===== src/rtl/instr_sequencer.sv =====
// Run/Din/done initiator: walks a PC over a ROM address range.
// Define SEQ_LOOP_EN to repeat the range until stop is requested.
module instr_sequencer #(
  parameter int ADDR_W  = 5,
  parameter int CNT_W   = 8,
  parameter int TIMEOUT = 16
) (
  input  logic              clock,
  input  logic              reset,
  input  logic              start,
  input  logic              stop,
  input  logic [ADDR_W-1:0] start_addr,
  input  logic [ADDR_W-1:0] end_addr,
  input  logic              done,
  output logic [ADDR_W-1:0] Din,
  output logic              run,
  output logic              busy,
  output logic              seq_done,
  output logic              error,
  output logic [CNT_W-1:0]  instr_count
);

  localparam int WC_W = $clog2(TIMEOUT + 1);
  localparam logic [WC_W-1:0] TO = WC_W'(TIMEOUT);

  typedef enum logic [1:0] {
    S_IDLE,
    S_ISSUE,
    S_WAIT,
    S_ERROR
  } state_e;

  state_e            state_q, state_d;
  logic [ADDR_W-1:0] pc_q, pc_d;
  logic [ADDR_W-1:0] end_q, end_d;
  logic [WC_W-1:0]   wcnt_q, wcnt_d;
  logic [CNT_W-1:0]  cnt_q, cnt_d;
  logic [CNT_W-1:0]  cnt_inc;
  logic              stop_q, stop_d;
  logic              sdone_q, sdone_d;
`ifdef SEQ_LOOP_EN
  logic [ADDR_W-1:0] beg_q, beg_d;
`endif

  assign cnt_inc     = (&cnt_q) ? cnt_q : cnt_q + 1'b1;
  assign Din         = pc_q;
  assign run         = (state_q == S_ISSUE);
  assign busy        = (state_q == S_ISSUE) || (state_q == S_WAIT);
  assign error       = (state_q == S_ERROR);
  assign seq_done    = sdone_q;
  assign instr_count = cnt_q;

  // Next-state: launch, wait for done, advance or finish, timeout.
  always_comb begin
    state_d = state_q;
    pc_d    = pc_q;
    end_d   = end_q;
    wcnt_d  = wcnt_q;
    cnt_d   = cnt_q;
    stop_d  = stop_q;
    sdone_d = 1'b0;
`ifdef SEQ_LOOP_EN
    beg_d   = beg_q;
`endif
    case (state_q)
      S_IDLE, S_ERROR: begin
        if (start) begin
          pc_d    = start_addr;
          end_d   = end_addr;
          cnt_d   = '0;
          stop_d  = 1'b0;
          wcnt_d  = '0;
          state_d = S_ISSUE;
`ifdef SEQ_LOOP_EN
          beg_d   = start_addr;
`endif
        end
      end
      S_ISSUE: begin
        wcnt_d  = '0;
        state_d = S_WAIT;
      end
      S_WAIT: begin
        if (stop) stop_d = 1'b1;
        if (done) begin
          cnt_d = cnt_inc;
          if (stop_q || stop) begin
            state_d = S_IDLE;
            sdone_d = 1'b1;
          end else if (pc_q == end_q) begin
`ifdef SEQ_LOOP_EN
            pc_d    = beg_q;
            state_d = S_ISSUE;
`else
            state_d = S_IDLE;
            sdone_d = 1'b1;
`endif
          end else begin
            pc_d    = pc_q + 1'b1;
            state_d = S_ISSUE;
          end
        end else begin
          wcnt_d = wcnt_q + 1'b1;
          if (wcnt_d == TO) state_d = S_ERROR;
        end
      end
      default: state_d = S_IDLE;
    endcase
  end

  // State and datapath registers, cleared immediately on reset.
  always_ff @(posedge clock or posedge reset) begin
    if (reset) begin
      state_q <= S_IDLE;
      pc_q    <= '0;
      end_q   <= '0;
      wcnt_q  <= '0;
      cnt_q   <= '0;
      stop_q  <= 1'b0;
      sdone_q <= 1'b0;
`ifdef SEQ_LOOP_EN
      beg_q   <= '0;
`endif
    end else begin
      state_q <= state_d;
      pc_q    <= pc_d;
      end_q   <= end_d;
      wcnt_q  <= wcnt_d;
      cnt_q   <= cnt_d;
      stop_q  <= stop_d;
      sdone_q <= sdone_d;
`ifdef SEQ_LOOP_EN
      beg_q   <= beg_d;
`endif
    end
  end

endmodule

===== config.mk =====
export PLATFORM = sky130hd
export DESIGN_NAME = instr_sequencer
export DESIGN_NICKNAME = d
export VERILOG_FILES = /design/src/rtl/instr_sequencer.sv
export SDC_FILE = /design/constraint.sdc
export NUM_CORES = 1
export LEC_CHECK = 0
export BUFFER_PORTS_ARGS = -buffer_cell sky130_fd_sc_hd__buf_4
export CORE_ASPECT_RATIO = 1.5
export CORE_MARGIN = 1.5
export CORE_UTILIZATION = 50
export DETAILED_ROUTE_END_ITERATION = 8
export GPL_TIMING_DRIVEN = 0
export PLACE_DENSITY = 0.74
export SYNTH_ARGS = -nofsm -noshare
export SYNTH_HDL_FRONTEND = slang
export SYNTH_SLANG_ARGS = --single-unit

===== constraint.sdc =====
create_clock -name clock -period 2.1 [get_ports clock]
set_clock_uncertainty 0.1 [all_clocks]
set_input_delay 0.42 -clock clock [delete_from_list [all_inputs] [get_ports clock]]
set_output_delay 0.42 -clock clock [all_outputs]
set_load 0.005 [all_outputs]

# Word level (Yosys, flattened, before mapping)
# Cells that the tools add are included.
op_classes:
  add_sub_neg: 3
  multipliers: 0
  div: 0
  n_lt_le_gt_ge: 0
  n_eq_ne: 13
  shifts: 0
  mux: 25
  bitwise_logic: 0
  n_reduce_logical: 12
op_table:
  columns: ["operator", "count"]
  rows:
  - ["$mux W5", 6]
  - ["$mux W8", 3]
  - ["$pmux W8 S2", 1]
  - ["$pmux W5 S3", 1]
  - ["$ne A2 B2 Y1 const B", 7]
  - ["$add A5 B1 Y5 const B", 2]
  - ["$pmux W5 S2", 1]
  - ["$add A8 B1 Y8 const B", 1]
  - ["$mux W1", 8]
  - ["$reduce_and A8 Y1", 1]
  - ["$mux W2", 3]
  - ["$pmux W2 S3", 1]
  - ["$reduce_and A2 Y1", 3]
  - ["$eq A5 B5 Y1", 1]
  - ["$eq A5 B5 Y1 const B", 1]
  - ["$reduce_and A5 Y1", 1]
  - ["$eq A2 B2 Y1 const B", 2]
  - ["$reduce_and A4 Y1", 1]
  - ["$ne A3 B2 Y1 const B", 1]
  - ["$reduce_and A3 Y1", 1]
  - ["$eq A2 B1 Y1 const B", 1]
  - ["$logic_not A2 Y1", 1]
  - ["$logic_or A1 B1 Y1", 2]
  - ["$pmux W1 S2", 1]
  - ["2 further kinds", 2]
totals:
  regBits: 27
  latch_bits: 0
  ram_bits: 0
  mem_bits_ro: 0
  inputBits: 15
  out_inout_bits: 17
  wordCells: 60
  n_memories: 0

# Depth between registers and ports, before layout
depth:
  depth_word: 5
  mapped_depth: 8
  ltp_nobuf: 7

# Worst setup path before layout
# OpenSTA, ideal clock, no wires.
synth_timing:
  kind: "register -> register"
  from: "register state_q[0]"
  to: "register cnt_q[3] (netlist: instr_count[3])"
  setup_ps: 77
  arrival_time_ps: 1731
  slack_ps: 192
  path_stages_with_launch: 7
  n_path_buf: 0
  synth_period_minus_slack_ps: 1908
  cell_sequence: "dfrtp_1 > inv_1 > ha_1 > mux2i_1 > a311o_1 > or3_1 > a21oi_1"
synth_via:
  elab_chain_len: 4
  word_cells_on_any_way: 10
synth_rtl:
  columns: ["element", "line_no", "text"]
  rows:
  - ["from (decl)", "33", "state_e state_q, state_d;"]
  - ["from (signal assigned)", "125", "state_q <= state_d;"]
  - ["$eq A2 B2 Y1 or $logic_not A2 Y1 (tied branches)", "65", "case (state_q)"]
  - ["$reduce_or A2 Y1", "65", null]
  - ["$ne A2 B2 Y1 (no source line) or $reduce_bool A2 Y1 (tied branches)", null, null]
  - ["$reduce_and A4 Y1 (no source line)", null, null]
  - ["to (signal assigned)", "129", "cnt_q <= cnt_d;"]
  - ["to (decl)", "37", "logic [CNT_W-1:0] cnt_q, cnt_d;"]
# Several ways; a longest one is shown, not always the timed one.
# A chain may end at the register's enable or synchronous reset.

# Worst setup path in the final report
# Same ends and word-level chain as after synthesis.

==> metrics.yaml <==
die_y_microns: 70.6
vias: 1345
final_area_sq_mm: 0.00190
grt_pass1_wl_microns: 5730
core-area_sq_mm: 0.00291
synth_top_area_cell: "dfrtp_1"
critical_path_required_ns: 2.21
multi_input_area_sq_um: 847
synth_cells: 159
num_rows: 24
critical_path.max_fanout: 6
cap_viol_max_count: 0
clkSlewWorstSetupHoldPaths_ns: 0.10
syn_area_per_cell_sq_um: 9.59
netlist.area_leader.share_pct: 44.3
ys_seq_area_share_pct: 44.3
fillCellCount: 254
met3_length_microns: 123
gp_congestion: 0.834
dp_hpwl_microns: 2540
synth-seq-cells: 27
end_kind: "flip-flop"
arrival_ns: 2.13
wl_met1_microns: 1470
wl_met2_microns: 1870
dp.cells: 229
fin_cells: 235
syn_area_sq_mm: 0.00153
synth_cell_types: 41
hold_viol_final: 0
crit_type: "reg -> reg"
synth_warnings: 0
grt_max_degree: 28
reg2reg_slack_ns: 0.08
hold_class: "in -> reg"
status: "completed"
hold_buffers: 0
htreeDepth: 1
drtIter0Drc: 46
wl_per_cell_microns: 14.9
overflow: 0
period_minus_slack_ns: 2.02
ant_nets: 0
ys_top_cells_by_area: "dfrtp_1 (44%), ha_1 (4.9%), nand2_1 (4.7%)"
cts.sinks: 27
highest_layer: "met4"
clk_latency_ns: 0.28
nets: 218
numPortBuffers: 31
timing.final.crit_share_pct: 96.0
diodes: 0
drc: 0
drtPass1Iterations: 4
rsz0062_at_grt: "yes"
antenna_found_initial: 0
clock_path_buffers: 2
via_per_inst: 5.72
fp.dieW_microns: 48.1
cp-start-kind: "flip-flop"
numCtsBuffers: 3
leakage_uw: 0.000880
syn_to_final_growth_pct: 24.7
final_max_slew_viol_count: 0
die_area_sq_mm: 0.00340
setup_violations: 0
grt_pass1_vias: 1285
track_usage_pct: 22.5
drive_gt1_share_pct: 27.6
slew_headroom_pct: 31.8
ios: 32
cts_root_buf: "clkbuf_8"
start_util_pct: 52.4
power_density_mw_per_mm2: 1220
placed_cell_area_sq_mm: 0.00181
ir_drop_uv: 826
syn_nets: 180
clock.fmax_mhz: 496
cts_tree: "done"
seqCellArea_sq_um: 676
worstMarginPinSlew_ns: 1.02
wl_microns: 3500
==> layer usage <==
layer,track usage (%),vias to the layer above
li1,-,651
met3,2.81,4
met5,0,-
met4,6.91,0
met2,39.7,32
met1,26.9,658
==> what timing repair did <==
item	CTS	global route
pin swaps	0	1
resized for setup	2	8
buffers inserted	0	2
endpoints found under the hold margin	0	0
endpoints found under the setup margin	2	9
==> worst paths after layout <==
| kind | start | end | depth (start not counted) |
|---|---|---|---|
| max | state_q[0] | instr_count[3] | 6 |
| min | end_addr[4] | end_q[4] | 2 |
| max reg2reg | state_q[0] | instr_count[3] | 6 |
| min reg2reg | end_q[1] | end_q[1] | 1 |
| max in group asynchronous | reset | state_q[1] | 2 |
| min in group asynchronous | reset | wcnt_q[4] | 2 |
==> critical path, stage by stage (launching register included) <==
cell     delay, ns
dfrtp_1       0.41
inv_1         0.11
ha_4          0.23
mux2i_2       0.17
a311o_2       0.42
or3_4         0.38
a21oi_2       0.13
==> placed cells by master (no fill, tap or decap), types with 3 or more instances in the layout <==
master,netlist,layout
mux2_2,6,6
nor3_1,6,6
nand4_1,3,3
inv_1,5,5
dfrtp_1,27,27
a21oi_1,8,7
ha_1,6,5
clkbuf_8,0,3
nand2_1,19,18
nand3_1,5,5
nor2b_1,3,3
nand4b_1,3,3
nand2b_1,3,3
buf_4,0,33
o21ai_0,7,7
nor2_1,16,16
xor2_1,7,7
==> cell families after synthesis <==
logic type	count (synthesis)	share of synthesized area (%)
buf+inv	8	2.05
flops	27	44.3
xor+xnor	9	5.17
compound gates	35	16.1
mux	8	5.74
simple gates	66	21.7
fa+ha+maj	6	4.92
==> sequential cells by signal, indices dropped and copies added (netlist names) <==
signal and count:
Din 5, end_q 5, instr_count 8, seq_done 1, state_q 2, stop_q 1
wcnt_q 5
==> synth_stat cells <==
library cell / n
a311o_1: 3
a32o_1: 1
nor3_2: 1
xor2_1: 7
nor2b_1: 3
o311a_1: 1
nand2_1: 19
dfrtp_1: 27
o211a_1: 1
inv_1: 5
or3b_1: 1
a211oi_1: 2
o31ai_1: 2
a31oi_1: 2
or3_1: 1
nor2_1: 16
o2bb2ai_1: 1
o21ai_0: 7
a22o_1: 1
o22a_1: 1
nand2b_1: 3
and4_1: 2
a311oi_1: 1
a21o_1: 2
a21oi_1: 8
nand3b_1: 1
o22ai_1: 1
and2_1: 1
mux2i_1: 2
buf_1: 1
nand4b_1: 3
mux2_2: 6
clkbuf_1: 1
nor3_1: 6
nand3_1: 5
buf_2: 1
a21boi_2: 1
xnor2_1: 2
and3_1: 1
ha_1: 6
nand4_1: 3
==> cell type report <==
cell class                 instances  share of cell area, %
clock buffer                       3                   2.17
inverter                           5                  0.987
tap                               39                   2.57
sequential                        27                   35.5
timing repair buffer              33                   13.0
buffer                             3                  0.789
clock inverter                     1                  0.395
multi-input combinational        124                   44.5
==> report_power, final <==
part           internal, uW  switching (uW)
Sequential              659             166
Clock                   135             175
Combinational           571             610
==> metrics by stage <==
step                setup WS (ns)  utilization, %  power (uW)  TNS [ns]  hold slack, ns
finish                     0.0835            65.3        2320         0           0.262
global placement           0.0219            62.0        1860         0           0.407
floorplan                   0.192               -        1540         0           0.373
global route              -0.0111            65.3        2490   -0.0243           0.254
detailed placement       0.000334            62.0        1910         0           0.417
CTS                       0.00212            63.8        2220         0           0.261
No activity file was read; power rests on OpenSTA's default activity.
